<file path="src/rtl/pe_ssd_pkg.sv">
// Shared constants and helpers for the SSD accumulation PE and its consumers.
package pe_ssd_pkg;

    function automatic int unsigned clog2(input int unsigned n);
        int unsigned r;
        r = 0;
        for (int unsigned i = 0; i < 32; i++) begin
            if ((64'd1 << i) < 64'(n)) r = i + 1;
        end
        return r;
    endfunction

    localparam int unsigned LANES_DEF    = 4;
    localparam int unsigned IN_W_DEF     = 16;
    localparam int unsigned COLS_MAX_DEF = 8;
    localparam int unsigned IDX_W_DEF    = 8;

    // Derived widths for the default configuration
    localparam int unsigned L_DEF     = clog2(LANES_DEF);
    localparam int unsigned CNT_W_DEF = clog2(COLS_MAX_DEF + 1);
    localparam int unsigned OUT_W_DEF = IN_W_DEF + L_DEF + clog2(COLS_MAX_DEF);

endpackage

</file>
<file path="src/rtl/pe_add_tree.sv">
// Pipelined binary adder tree; valid and last travel alongside the partial sums.
module pe_add_tree
    import pe_ssd_pkg::*;
#(
    parameter  int unsigned LANES = LANES_DEF,
    parameter  int unsigned IN_W  = IN_W_DEF,
    localparam int unsigned LVL   = clog2(LANES),
    localparam int unsigned SUM_W = IN_W + LVL
) (
    input  logic                  clk,
    input  logic                  rst_n,
    input  logic                  clear,
    input  logic                  in_valid,
    input  logic [LANES*IN_W-1:0] in_data,
    input  logic                  in_last,
    output logic                  out_valid,
    output logic                  out_last,
    output logic [SUM_W-1:0]      out_sum
);

    localparam int unsigned NODES = LANES - 1;

    // Heap-ordered nodes: node i adds children 2i+1 and 2i+2; indices >= NODES are lanes
    logic [SUM_W-1:0] node_q [NODES];
    logic [SUM_W-1:0] node_d [NODES];
    logic [SUM_W-1:0] all_c  [2*LANES-1];
    logic [LVL:1]     vld_q, vld_d, last_q, last_d, en;

    always_comb begin
        for (int unsigned i = 0; i < NODES; i++) all_c[i] = node_q[i];
        for (int unsigned k = 0; k < LANES; k++) begin
            all_c[NODES + k] = SUM_W'(in_data[k*IN_W +: IN_W]);
        end
    end

    // Stage k loads when its input valid is high; node depth d belongs to stage LVL-d
    always_comb begin
        en     = '0;
        last_d = '0;
        node_d = node_q;
        en[1]     = in_valid;
        last_d[1] = in_valid & in_last;
        for (int unsigned k = 2; k <= LVL; k++) begin
            en[k]     = vld_q[k-1];
            last_d[k] = vld_q[k-1] & last_q[k-1];
        end
        vld_d = en;
        if (clear) begin
            vld_d  = '0;
            last_d = '0;
        end
        for (int unsigned i = 0; i < NODES; i++) begin
            if (en[LVL + 1 - clog2(i + 2)]) node_d[i] = all_c[2*i+1] + all_c[2*i+2];
        end
    end

    always_ff @(posedge clk or negedge rst_n) begin
        if (!rst_n) begin
            vld_q  <= '0;
            last_q <= '0;
            for (int unsigned i = 0; i < NODES; i++) node_q[i] <= '0;
        end else begin
            vld_q  <= vld_d;
            last_q <= last_d;
            for (int unsigned i = 0; i < NODES; i++) node_q[i] <= node_d[i];
        end
    end

    assign out_valid = vld_q[LVL];
    assign out_last  = last_q[LVL];
    assign out_sum   = node_q[0];

endmodule

</file>
<file path="src/rtl/pe_ssd_tree_acc.sv">
// SSD accumulation PE: column adder tree, windowed accumulation and per-row minimum search.
module pe_ssd_tree_acc
    import pe_ssd_pkg::*;
#(
    parameter  int unsigned LANES    = LANES_DEF,
    parameter  int unsigned IN_W     = IN_W_DEF,
    parameter  int unsigned COLS_MAX = COLS_MAX_DEF,
    parameter  int unsigned IDX_W    = IDX_W_DEF,
    localparam int unsigned L        = clog2(LANES),
    localparam int unsigned CNT_W    = clog2(COLS_MAX + 1),
    localparam int unsigned OUT_W    = IN_W + L + clog2(COLS_MAX),
    localparam int unsigned SUM_W    = IN_W + L
) (
    input  logic                  clk,
    input  logic                  rst_n,
    input  logic                  clear,
    input  logic [CNT_W-1:0]      cfg_cols,
    input  logic                  in_valid,
    input  logic [LANES*IN_W-1:0] in_data,
    input  logic                  in_last,
    output logic                  out_valid,
    output logic [OUT_W-1:0]      out_sum,
    output logic [IDX_W-1:0]      out_idx,
    output logic                  out_partial,
    output logic                  min_valid,
    output logic [OUT_W-1:0]      min_sum,
    output logic [IDX_W-1:0]      min_idx
);

    logic             t_valid, t_last;
    logic [SUM_W-1:0] t_sum;

    pe_add_tree #(.LANES(LANES), .IN_W(IN_W)) u_tree (
        .clk       (clk),
        .rst_n     (rst_n),
        .clear     (clear),
        .in_valid  (in_valid),
        .in_data   (in_data),
        .in_last   (in_last),
        .out_valid (t_valid),
        .out_last  (t_last),
        .out_sum   (t_sum)
    );

    logic [CNT_W-1:0] eff_cols_q, eff_cols_d, col_cnt_q, col_cnt_d;
    logic [OUT_W-1:0] acc_q, acc_d, run_min_q, run_min_d;
    logic [IDX_W-1:0] win_idx_q, win_idx_d, run_idx_q, run_idx_d;
    logic             have_min_q, have_min_d;
    logic             out_valid_q, out_valid_d, out_partial_q, out_partial_d;
    logic [OUT_W-1:0] out_sum_q, out_sum_d, min_sum_q, min_sum_d;
    logic [IDX_W-1:0] out_idx_q, out_idx_d, min_idx_q, min_idx_d;
    logic             min_valid_q, min_valid_d;

    logic [CNT_W-1:0] cfg_sat_c, cur_eff_c;
    logic [OUT_W-1:0] acc_sum_c, cand_sum_c;
    logic [IDX_W-1:0] cand_idx_c;
    logic             win_full_c, take_min_c;

    // Window geometry, running sum and minimum candidate for the current tree output
    always_comb begin
        if (cfg_cols == '0)                      cfg_sat_c = CNT_W'(1);
        else if (cfg_cols > CNT_W'(COLS_MAX))    cfg_sat_c = CNT_W'(COLS_MAX);
        else                                     cfg_sat_c = cfg_cols;
        cur_eff_c  = (col_cnt_q == '0) ? cfg_sat_c : eff_cols_q;
        win_full_c = (col_cnt_q == cur_eff_c - CNT_W'(1));
        acc_sum_c  = ((col_cnt_q == '0) ? OUT_W'(0) : acc_q) + OUT_W'(t_sum);
        take_min_c = !have_min_q || (acc_sum_c < run_min_q);
        cand_sum_c = take_min_c ? acc_sum_c : run_min_q;
        cand_idx_c = take_min_c ? win_idx_q : run_idx_q;
    end

    always_comb begin
        eff_cols_d    = eff_cols_q;
        col_cnt_d     = col_cnt_q;
        acc_d         = acc_q;
        win_idx_d     = win_idx_q;
        have_min_d    = have_min_q;
        run_min_d     = run_min_q;
        run_idx_d     = run_idx_q;
        out_valid_d   = 1'b0;
        out_sum_d     = out_sum_q;
        out_idx_d     = out_idx_q;
        out_partial_d = out_partial_q;
        min_valid_d   = 1'b0;
        min_sum_d     = min_sum_q;
        min_idx_d     = min_idx_q;
        if (t_valid) begin
            eff_cols_d = cur_eff_c;
            acc_d      = acc_sum_c;
            if (win_full_c || t_last) begin
                col_cnt_d     = '0;
                out_valid_d   = 1'b1;
                out_sum_d     = acc_sum_c;
                out_idx_d     = win_idx_q;
                out_partial_d = t_last && !win_full_c;
                if (t_last) begin
                    // Row end: publish the minimum including this window, then restart the row
                    win_idx_d   = '0;
                    have_min_d  = 1'b0;
                    min_valid_d = 1'b1;
                    min_sum_d   = cand_sum_c;
                    min_idx_d   = cand_idx_c;
                end else begin
                    win_idx_d  = (win_idx_q == '1) ? win_idx_q : win_idx_q + IDX_W'(1);
                    have_min_d = 1'b1;
                    run_min_d  = cand_sum_c;
                    run_idx_d  = cand_idx_c;
                end
            end else begin
                col_cnt_d = col_cnt_q + CNT_W'(1);
            end
        end
        if (clear) begin
            col_cnt_d     = '0;
            acc_d         = '0;
            win_idx_d     = '0;
            have_min_d    = 1'b0;
            run_min_d     = '0;
            run_idx_d     = '0;
            out_valid_d   = 1'b0;
            out_sum_d     = '0;
            out_idx_d     = '0;
            out_partial_d = 1'b0;
            min_valid_d   = 1'b0;
            min_sum_d     = '0;
            min_idx_d     = '0;
        end
    end

    always_ff @(posedge clk or negedge rst_n) begin
        if (!rst_n) begin
            eff_cols_q    <= '0;
            col_cnt_q     <= '0;
            acc_q         <= '0;
            win_idx_q     <= '0;
            have_min_q    <= 1'b0;
            run_min_q     <= '0;
            run_idx_q     <= '0;
            out_valid_q   <= 1'b0;
            out_sum_q     <= '0;
            out_idx_q     <= '0;
            out_partial_q <= 1'b0;
            min_valid_q   <= 1'b0;
            min_sum_q     <= '0;
            min_idx_q     <= '0;
        end else begin
            eff_cols_q    <= eff_cols_d;
            col_cnt_q     <= col_cnt_d;
            acc_q         <= acc_d;
            win_idx_q     <= win_idx_d;
            have_min_q    <= have_min_d;
            run_min_q     <= run_min_d;
            run_idx_q     <= run_idx_d;
            out_valid_q   <= out_valid_d;
            out_sum_q     <= out_sum_d;
            out_idx_q     <= out_idx_d;
            out_partial_q <= out_partial_d;
            min_valid_q   <= min_valid_d;
            min_sum_q     <= min_sum_d;
            min_idx_q     <= min_idx_d;
        end
    end

    assign out_valid   = out_valid_q;
    assign out_sum     = out_sum_q;
    assign out_idx     = out_idx_q;
    assign out_partial = out_partial_q;
    assign min_valid   = min_valid_q;
    assign min_sum     = min_sum_q;
    assign min_idx     = min_idx_q;

endmodule

</file>
<file path="config.mk">
export PLATFORM = sky130hd
export DESIGN_NAME = pe_ssd_tree_acc
export DESIGN_NICKNAME = d
export VERILOG_FILES = /design/src/rtl/pe_ssd_pkg.sv /design/src/rtl/pe_add_tree.sv /design/src/rtl/pe_ssd_tree_acc.sv
export SDC_FILE = /design/constraint.sdc
export NUM_CORES = 1
export LEC_CHECK = 0
export CORE_AREA = 2 2 145 147
export CTS_CLUSTER_SIZE = 28
export DETAILED_ROUTE_END_ITERATION = 8
export DIE_AREA = 0 0 147 149
export DONT_BUFFER_PORTS = 1
export GPL_ROUTABILITY_DRIVEN = 0
export PLACE_DENSITY = 0.78
export RECOVER_POWER = 100
export SLEW_MARGIN = 30
export SYNTH_ARGS = -nofsm -noshare
export SYNTH_HDL_FRONTEND = slang
export SYNTH_SLANG_ARGS = --single-unit
</file>
<file path="constraint.sdc">
create_clock -name clk -period 10 [get_ports clk]
set_input_delay 2.5 -clock clk [delete_from_list [all_inputs] [get_ports clk]]
set_output_delay 2.5 -clock clk [all_outputs]
set_load 0.01 [all_outputs]
</file>
Word-level counts from Yosys, hierarchy flattened
Index checks and enable logic that the tools add are counted.
Cells by class
  $add $sub $neg: 7
  magnitude comparators: 2
  multiply operators: 0
  eq/ne operators: 4
  shift-type cells: 0
  bitwise logic cells: 2
  reductions and logical operators: 14
  mux-type cells: 54
  divide/modulo/power cells: 0
Operators by type and width (count)
  2-to-1 mux 21 bit: 15
  2-to-1 mux 8 bit: 17
  adder 16 x 16 -> 17 bit: 2
  2-to-1 mux 4 bit: 6
  adder 21 x 18 -> 21 bit: 1
  < comparator 21 bit: 1
  adder 18 bit: 1
  2-to-1 mux 1 bit: 14
  AND reduction 3 bit: 3
  adder 8 x 1 -> 8 bit, second input constant: 1
  == test 8 bit, second input constant: 1
  zero test 4 bit: 2
  nonzero test 2 bit: 3
  adder 4 x 1 -> 4 bit, second input constant: 1
  == test 4 bit: 1
  > comparator 4 bit, second input constant: 1
  2-to-1 mux 2 bit: 2
  subtractor 4 x 1 -> 4 bit, second input constant: 1
  inequality test 3 x 2 -> 1 bit, second input constant: 1
  AND 1 bit: 2
  zero test 1 bit: 2
  logical OR 1 bit: 2
  inequality test 2 bit, second input constant: 1
  AND reduction 2 bit: 1
  logical AND 1 bit: 1
Word-level totals
  bits in registers: 186
  memories: 0
  word-level logic and storage cells: 102
  ROM bits: 0
  input port bits: 73
  bits in latches: 0
  output and inout port bits: 61
  memory bits (writable): 0

Longest topological paths before layout
Gate-level depths: netlist of run 1.
  depth after elaboration: 11
  mapped depth: 24
  mapped depth without buffers: 21

By module
A second synthesis of run 1 with hierarchy kept.
Unflattened totals
  cells, all modules: 1131
  area, all modules: 11494.8 um2
Modules (own cells, without submodules)
  pe_ssd_tree_acc: cells an instance 670, seq. area each 3203.1 um2, instances 1, area an instance 7006.7 um2
  pe_add_tree: cells an instance 461, seq. area each 1401.3 um2, instances 1, area an instance 4488.1 um2

Worst setup path before layout of run 1
No wires, ideal clock.
  path type: register to register
  start point: register col_cnt_q[0]
  end point: register min_sum_q[10], in the netlist min_sum[10]
  arrival time: 5208 ps
  path slack: 4658 ps
  clock period less this slack: 5342 ps
  library setup time: 133 ps
  required time: 9867 ps
  buffers on the path: 3
  cell stages (with the launch flop): 25
  cells stage by stage: dfrtp_1 inv_1 ha_1 or3b_1 buf_2 clkbuf_1 and2_1 ha_1 fa_1 a211oi_1 o21ai_0 a41oi_1 nor2b_1 o41ai_1 xnor2_1 ha_1 a211oi_1 o21bai_1 a211oi_1 o31ai_1 a22oi_1 clkbuf_1 nor2_1 a21oi_1 o21ai_0
Between the ends
  longest elaborated chain between the ends: 10
  elaborated cells between the ends (all ways): 16
  classes of those cells: add/sub (2); order compare (1); eq/ne (1); mux (7); reduce/logical (5)
Ends and longest elaborated chain
  start, declared: RTL line pe_ssd_tree_acc.sv:45  | logic [CNT_W-1:0] eff_cols_q, eff_cols_d, col_cnt_q, col_cnt_d;
  start signal, assigned: RTL line pe_ssd_tree_acc.sv:148  | col_cnt_q <= col_cnt_d;
  zero test 4 bit: RTL line pe_ssd_tree_acc.sv:64, pe_ssd_tree_acc.sv:66
  2-to-1 mux 21 bit: RTL line pe_ssd_tree_acc.sv:66  | acc_sum_c = ((col_cnt_q == '0) ? OUT_W'(0) : acc_q) + OUT_W'(t_sum);
  adder 21 x 18 -> 21 bit: RTL line pe_ssd_tree_acc.sv:66
  < comparator 21 bit: RTL line pe_ssd_tree_acc.sv:67  | take_min_c = !have_min_q || (acc_sum_c < run_min_q);
  logical OR 1 bit: RTL line pe_ssd_tree_acc.sv:67
  2-to-1 mux 21 bit: RTL line pe_ssd_tree_acc.sv:68  | cand_sum_c = take_min_c ? acc_sum_c : run_min_q;
  2-to-1 mux 21 bit: RTL line pe_ssd_tree_acc.sv:96  | if (t_last) begin
  2-to-1 mux 21 bit: RTL line pe_ssd_tree_acc.sv:90  | if (win_full_c || t_last) begin
  2-to-1 mux 21 bit: RTL line pe_ssd_tree_acc.sv:87  | if (t_valid) begin
  2-to-1 mux 21 bit: RTL line pe_ssd_tree_acc.sv:113  | if (clear) begin
  end signal, assigned: RTL line pe_ssd_tree_acc.sv:159  | min_sum_q <= min_sum_d;
  end, declared: RTL line pe_ssd_tree_acc.sv:50  | logic [OUT_W-1:0] out_sum_q, out_sum_d, min_sum_q, min_sum_d;
Parallel ways exist; a longest one is shown, timed or not. The select of a mux whose other input is x is not followed.
A chain may end at the register's enable or synchronous reset.

Final worst setup path of run 1
  start point: register col_cnt_q[0]
  end point: register run_min_q[0]
Between the ends
  longest elaborated chain between the ends: 10
  elaborated cells between the ends (all ways): 16
  classes of those cells: add/sub (2); order compare (1); eq/ne (1); mux (7); reduce/logical (5)
Ends and longest elaborated chain
  zero test 4 bit: RTL line pe_ssd_tree_acc.sv:64, pe_ssd_tree_acc.sv:66
  2-to-1 mux 21 bit: RTL line pe_ssd_tree_acc.sv:66
  adder 21 x 18 -> 21 bit: RTL line pe_ssd_tree_acc.sv:66
  < comparator 21 bit: RTL line pe_ssd_tree_acc.sv:67
  logical OR 1 bit: RTL line pe_ssd_tree_acc.sv:67
  2-to-1 mux 21 bit: RTL line pe_ssd_tree_acc.sv:68
  2-to-1 mux 21 bit: RTL line pe_ssd_tree_acc.sv:96
  2-to-1 mux 21 bit: RTL line pe_ssd_tree_acc.sv:90
  2-to-1 mux 21 bit: RTL line pe_ssd_tree_acc.sv:87
  2-to-1 mux 21 bit: RTL line pe_ssd_tree_acc.sv:113
  end signal, assigned: RTL line pe_ssd_tree_acc.sv:152  | run_min_q <= run_min_d;
  end, declared: RTL line pe_ssd_tree_acc.sv:46  | logic [OUT_W-1:0] acc_q, acc_d, run_min_q, run_min_d;
Parallel ways exist; a longest one is shown, timed or not. The select of a mux whose other input is x is not followed.

==> results of run 1 <==
## metrics by stage
step	area, µm²	std cells
3_3_place_gp	11200	1348
5_1_grt	11800	1380
4_1_cts	11800	1380
2_1_floorplan	10900	1104
3_5_place_dp	11200	1348
6_report	11800	1381
## kinds of logic after synthesis
logic type                 share of synthesized area (%)
buffers and inverters                               2.88
DFF                                                 42.1
muxes                                               7.16
adders and majority gates                           11.1
AOI/OAI and AO/OA                                   18.9
and+or+nand+nor                                     13.1
xor gates and xnor gates                            4.72
## state kept, by name, summed over array words and instances (netlist names)
register        count
u_tree.vld_q        2
out_sum            21
min_valid           1
u_tree.last_q       2
u_tree.all_c       34
eff_cols_q          4
have_min_q          1
acc_q              21
out_idx             8
out_valid           1
out_partial         1
col_cnt_q           4
win_idx_q           8
min_sum            21
u_tree.out_sum     18
run_idx_q           8
run_min_q          21
min_idx             8
## layer usage
layer  up-vias  GRT usage, %  part of all wire, %  wire length, µm
met4         0          7.74                  2.0              488
met2       256          40.3                   49            12200
met3        41          4.13                  5.7             1410
met5         -             0                    0                0
li1       3978             -                    -                -
met1      3949          28.3                   43            10700
## synth_stat cells (9+ instances only)
cell	count	area (µm²)
nand2b_1	11	68.8
mux2i_1	31	310
a21o_1	17	128
dfrtp_1	184	4600
inv_1	44	165
mux2_2	42	473
nand3_1	17	85.1
xor2_1	17	149
o31ai_1	9	67.6
o21ai_0	87	435
ha_1	91	1140
and2_1	24	150
a22o_1	48	420
nor2b_1	13	81.3
a22oi_1	11	82.6
xnor2_1	42	368
a211oi_1	12	90.1
clkbuf_1	27	101
a31oi_1	11	68.8
nor3_1	22	110
nor2_1	96	360
a21oi_1	64	320
nand2_1	81	304
## final cells by class
| cell class | instances | area (µm²) |
|---|---|---|
| fillers | 1756 | 8790 |
| repair buffers | 7 | 33.8 |
| clock buffers | 17 | 425 |
| well taps | 275 | 344 |
| inverters | 44 | 165 |
| multi-input cells | 838 | 5990 |
| diodes | 1 | 2.50 |
| flip-flops and latches | 184 | 4600 |
| clock inverters | 15 | 198 |
## power by group
group	internal [µW]	switching (µW)
clock	341	343
combinational	423	584
sequential	855	88.5
## worst max-delay path, stage by stage, from the launching register on
cell and delay (ps):
dfrtp_1 450, inv_1 100, ha_1 180, or3b_1 350
clkbuf_1 520, and2_0 380, ha_1 220, fa_1 430
a211oi_1 270, o21ai_0 210, a31oi_1 410, o21ai_0 290
and3b_1 270, nor3_1 390, inv_1 150, ha_1 320
nor2_1 50, o31ai_1 320, a22o_1 180, clkbuf_1 1110
nor2_1 560, a22oi_1 290, o21ai_0 110
## cell usage in the layout, fill, tap and decap left out, drive strengths merged, types with 13 or more instances in the layout
cell | Yosys | layout
nand3 | 18 | 18
ha | 91 | 91
xnor2 | 42 | 42
inv | 44 | 48
xor2 | 17 | 17
nand2 | 81 | 81
nor3 | 23 | 23
clkbuf | 27 | 22
a21oi | 64 | 64
mux2i | 31 | 31
mux2 | 42 | 42
nor2b | 13 | 13
o21ai | 88 | 88
dfrtp | 184 | 184
a21o | 17 | 17
nor2 | 98 | 98
and2 | 24 | 24
a22o | 48 | 48
## final timing paths
path | cells past startpoint | start | to
setup / recovery | 22 | col_cnt_q[0]$_DFFE_PN0P_ | run_min_q[0]$_DFFE_PN0P_
hold / removal | 1 | u_tree.all_c[94]$_DFFE_PN0P_ | u_tree.all_c[94]$_DFFE_PN0P_
setup reg to reg | 22 | col_cnt_q[0]$_DFFE_PN0P_ | run_min_q[0]$_DFFE_PN0P_
hold reg to reg | 1 | u_tree.all_c[94]$_DFFE_PN0P_ | u_tree.all_c[94]$_DFFE_PN0P_
max in group asynchronous | 0 | rst_n | u_tree.all_c[73]$_DFFE_PN0P_
min in group asynchronous | 0 | rst_n | out_valid$_DFF_PN0_
==> impl_results.md, run 1 <==
- Die area: ~22000 µm²
- Clock root buffer: clkbuf_16
- First-pass GRT wire length: 40.1 mm
- Clk sinks: 184
- CTS H-tree lvls: 4
- Synth warnings: 0
- P_leak: 0.00522 µW
- Element type at the critical path end: flip-flop
- Worst slew pin tran: between 1500 and 2000 ps
- CTS tree: yes
- Fin. Hold Viols: 0
- Remaining Overflow, GRT: 0
- Synth unique cells: 66
- Chip Width: about 150 µm
- RSZ-0062 raised after global routing: false
- Post-Syn Instances: 1104
- Core area: between 20000 and 25000 µm²
- Number of max-cap violations: 2
- I/O pin total: 134
- Setup bufs post-CTS: 0
- Setup violators final: 0
- Mapped Area: 10900 µm²
- Pre-CTS setup slack: 3910 ps
- Post-synth EDFFs: 0
- Sum Neg Setup Slack: 0 ps
- HP Class: flip-flop to flip-flop
- Row count: 53
- Worst Path Arrival: 8030 ps
- Max frequency: 130 MHz
- Crit path time final: 7700 ps
- Average size of a mapped cell: 9.91 µm²
- CTS Hold Bufs: 0
- Worst-path maximum fanout: 28
- Tcrit/Tclk final: between 70% and 80%
- Seq/Total Area, Yosys: 42.1%
- Reg2reg setup slack: 2300 ps
- Final max-slew violation count: 36
- Ys flop type: dfrtp_1
- PortBufs: 0
- Vias in the first global route: 8046
- PwrDens: 224 nW/µm²
- DIE HEIGHT: 149 µm
- Power consumption: roughly 2600 µW
- Largest net degree at the start of global routing: 185
- Skew-Pair Late Insertion Delay: between 400 and 500 ps
- Worst Clk Skew: 15.8 ps
- CTS clock-pin slew for the worst setup and hold paths: 80 ps
- Worst vdd ir: 137 µV
- Post-synthesis register bit count: about 180
- Critical path class: flip-flop to flip-flop
- Drt wl/cell: 17.9 µm
- Hold Slack: approximately 500 ps
- Clock Path Buffers: 2
- First-pass detailed-route iteration total: 5
- Num CTS Buffers: 17
- Setup ws final: 2300 ps
- Average via count per standard cell: 5.96
- Nets@finish: 1260
- Layout area overhead: 7.57%
- Routed WL: roughly 25 mm
- Slew margin rel.: -22.3%
- Crit path required time: 10330 ps
- Vias: 8224
- Post-synth ARST share: 100%
- Util after Layout: 57.2%
- Initial antenna violation count: 1
- GRT Util Overall: 22.8%
- Status: complete, but fails checks
- Violated checks: max-capacitance violations, max-slew violations
- Starting Density: 53.2%
- DR iter-0 viols: 496
- Detail Route Antenna Nets: 0
- Drt drc: 0
- Count of cells resized by post-cts repair: 0
- Share of layout cells above drive strength 1: approximately 8.3%
- Dpl hpwl: 17.4 mm
- CP Launch Type: flip-flop
- Syn_nets: 1272
No activity file was read; power rests on OpenSTA's default activity.
==> run 2: changes to the inputs <==
==> constraint.sdc (replaced) <==
create_clock -name clk -period 7.81 [get_ports clk]
set_input_delay 1.9525 -clock clk [delete_from_list [all_inputs] [get_ports clk]]
set_output_delay 1.9525 -clock clk [all_outputs]
set_load 0.01 [all_outputs]
==> impl_results.md, run 2 (synthesis results as in run 1) <==
- Largest register FFs: 34 (unchanged)
- P_leak: 0.00522 µW (-0.17%)
- CP Launch Type: flip-flop
- Remaining Overflow, GRT: 0 (unchanged)
- DR iter-0 viols: 504 (+1.6%)
- Worst-path maximum fanout: 20 (-29%)
- Violated checks: max-capacitance violations, max-slew violations
- Crit path time final: 6720 ps (-980 ps)
- Chip Width: 147 µm (unchanged)
- Vias: 8360 (+1.7%)
- HP Class: flip-flop to flip-flop
- Commonest cells after routing, fill and taps aside: dfrtp_1, nor2_1, ha_1, o21ai_0, nand2_1
- Max frequency: 149 MHz (+15%)
- Worst Path Arrival: 7030 ps (-1000 ps)
- Share of layout cells above drive strength 1: 8.42% (+0.090 points)
- PwrDens: 288 nW/µm² (+29%)
- Clock root buffer: clkbuf_16
- Clock Path Buffers: 2 (unchanged)
- Commonest non-fill, non-tap cell in the layout: dfrtp_1
- Worst slew pin tran: 1750 ps (-54.0 ps)
- R2r worst-path depth: 22 (unchanged)
- Final max-slew violation count: 10 (-72%)
- CTS tree: yes
- Hold Path Depth: 1 (unchanged)
- Reg-to-reg startpoint: col_cnt_q[0]$_DFFE_PN0P_
- CTS Hold Bufs: 0 (unchanged)
- CTS clock-pin slew for the worst setup and hold paths: 80 ps (about the same)
- Layout area overhead: 7.41%
- Routed WL: 25.0 mm (+1.0%)
- First-pass GRT wire length: 40.8 mm (+1.7%)
- DIE HEIGHT: 149 µm (unchanged)
- GRT Util Overall: 23.1% (+0.34 points)
- Crit path required time: 8120 ps (-2210 ps)
- Setup bufs post-CTS: 0 (unchanged)
- I/O pin total: 134 (unchanged)
- Sum Neg Setup Slack: 0 ps (unchanged)
- Number of max-cap violations: 1 (-1)
- Dpl hpwl: 17.3 mm (-0.58%)
- Drt wl/cell: 18.1 µm (+1.0%)
- Average via count per standard cell: 6.05 (+1.7%)
- Largest net degree at the start of global routing: 185 (unchanged)
- Detail Route Antenna Nets: 0 (unchanged)
- Area of placed instances: 11200 µm² (unchanged)
- Tcrit/Tclk final: 86.1% (+9.0 points)
- Fin. Hold Viols: 0 (unchanged)
- Setup violators final: 0 (unchanged)
- Worst vdd ir: 155 µV (+13%)
- Met1 usage: 28.3% (about the same)
- Clk sinks: 184 (unchanged)
- Skew-Pair Late Insertion Delay: 440 ps (about the same)
- Num CTS Buffers: 17 (unchanged)
- Die area: 21900 µm² (unchanged)
- Slew margin rel.: -18.6% (+3.7 points)
- Cell area after layout: 11700 µm² (-0.15%)
- Count of cells resized by post-cts repair: 0 (unchanged)
- Element type at the critical path end: flip-flop
- GR Util met3: 5.47% (+1.3 points)
- Reg2reg setup slack: 1090 ps (-1210 ps)
- RSZ-0062 raised after global routing: false
- CTS H-tree lvls: 4 (unchanged)
- Starting Density: 53.2% (unchanged)
- Busiest layer in global routing: met2
- PortBufs: 0 (unchanged)
- Hold_sp: u_tree.last_q[1]$_DFF_PN0_
- Status: complete, but fails checks
- Reg-to-reg critical path endpoint: min_sum[2]$_DFFE_PN0P_
- First-pass detailed-route iteration total: 5 (unchanged)
- Row count: 53 (unchanged)
- Drt drc: 0 (unchanged)
- Filler cell count: 1755 (-0.057%)
- Core area: 20600 µm² (unchanged)
- Hold EP: u_tree.last_q[2]$_DFF_PN0_
- Vias in the first global route: 8282 (+2.9%)
- Initial antenna violation count: 1 (unchanged)
- Routing usage on met2: 40.8% (+0.45 points)
- Worst Clk Skew: 12.2 ps (-3.60 ps)
- Critical path class: flip-flop to flip-flop
- Nets@finish: 1260 (unchanged)
[run 2: cell types whose count changed in the layout (fill, tap and decap cells not counted), moves of 3 or more]
cell and change:
and2_1 -3, inv_8 +3, inv_6 +3, clkinv_8 -7, and2_0 +3
[run 2: worst max-delay path by stage]
stage	start	end	slack, ps	cells past startpoint
final	col_cnt_q[0]$_DFFE_PN0P_	min_sum[2]$_DFFE_PN0P_	1090	22
after detailed placement	col_cnt_q[0]$_DFFE_PN0P_	min_idx[4]$_DFFE_PN0P_	1700	20
after CTS	col_cnt_q[0]$_DFFE_PN0P_	min_idx[4]$_DFFE_PN0P_	1640	20
after global placement	col_cnt_q[0]$_DFFE_PN0P_	min_idx[7]$_DFFE_PN0P_	1900	20
after global routing	col_cnt_q[0]$_DFFE_PN0P_	min_sum[2]$_DFFE_PN0P_	600	22
after floorplan	col_cnt_q[0]$_DFFE_PN0P_	min_sum[10]$_DFFE_PN0P_	2470	24
[run 2: metal layers]
metal,up-vias,wire [µm],part of all wire [%]
met5,-,0,0
li1,3980,-,-
met3,42,1680,6.7
met1,4064,10600,43
met2,274,12200,49
met4,0,449,1.8
[run 2: final cells by class]
cell class	instances	area [µm²]	area share [%]
multi-input cells	838	6000	51.1
flip-flops and latches	184	4600	39.2
clock buffers	17	425	3.62
well taps	275	344	2.93
clock inverters	15	171	1.46
inverters	44	165	1.41
repair buffers	7	37.5	0.319
diodes	1	2.50	0.0213
[run 2: critical path, stage by stage (launching register included)]
cell and delay (ps):
dfrtp_1 450, inv_1 80, ha_1 180, or3b_1 550
and2_0 240, ha_1 210, fa_1 420, a211oi_1 270
o21ai_0 190, a41oi_1 260, nor2b_1 90, o41ai_1 370
xnor2_1 300, ha_1 340, a211oi_1 260, o21bai_1 110
a211oi_1 270, o31ai_1 130, a22oi_1 1100, buf_4 420
nor2_1 90, a21oi_1 130, o21ai_0 110
[run 2: where the power goes]
group	switching [µW]	internal, µW	total (µW)
Sequential	114	1090	1210
Combinational	748	542	1290
Clock	425	459	885
[run 2: stage by stage]
stage	utilization (%)	total power [µW]	instances	hold slack [ps]	setup slack, ps
after floorplan	-	2200	1104	428	2470
after global placement	54.4	2460	1348	466	1900
after detailed placement	54.5	2500	1348	471	1700
after CTS	57.4	3400	1380	480	1640
after global routing	57.1	3590	1380	512	597
final	57.2	3380	1381	485	1090
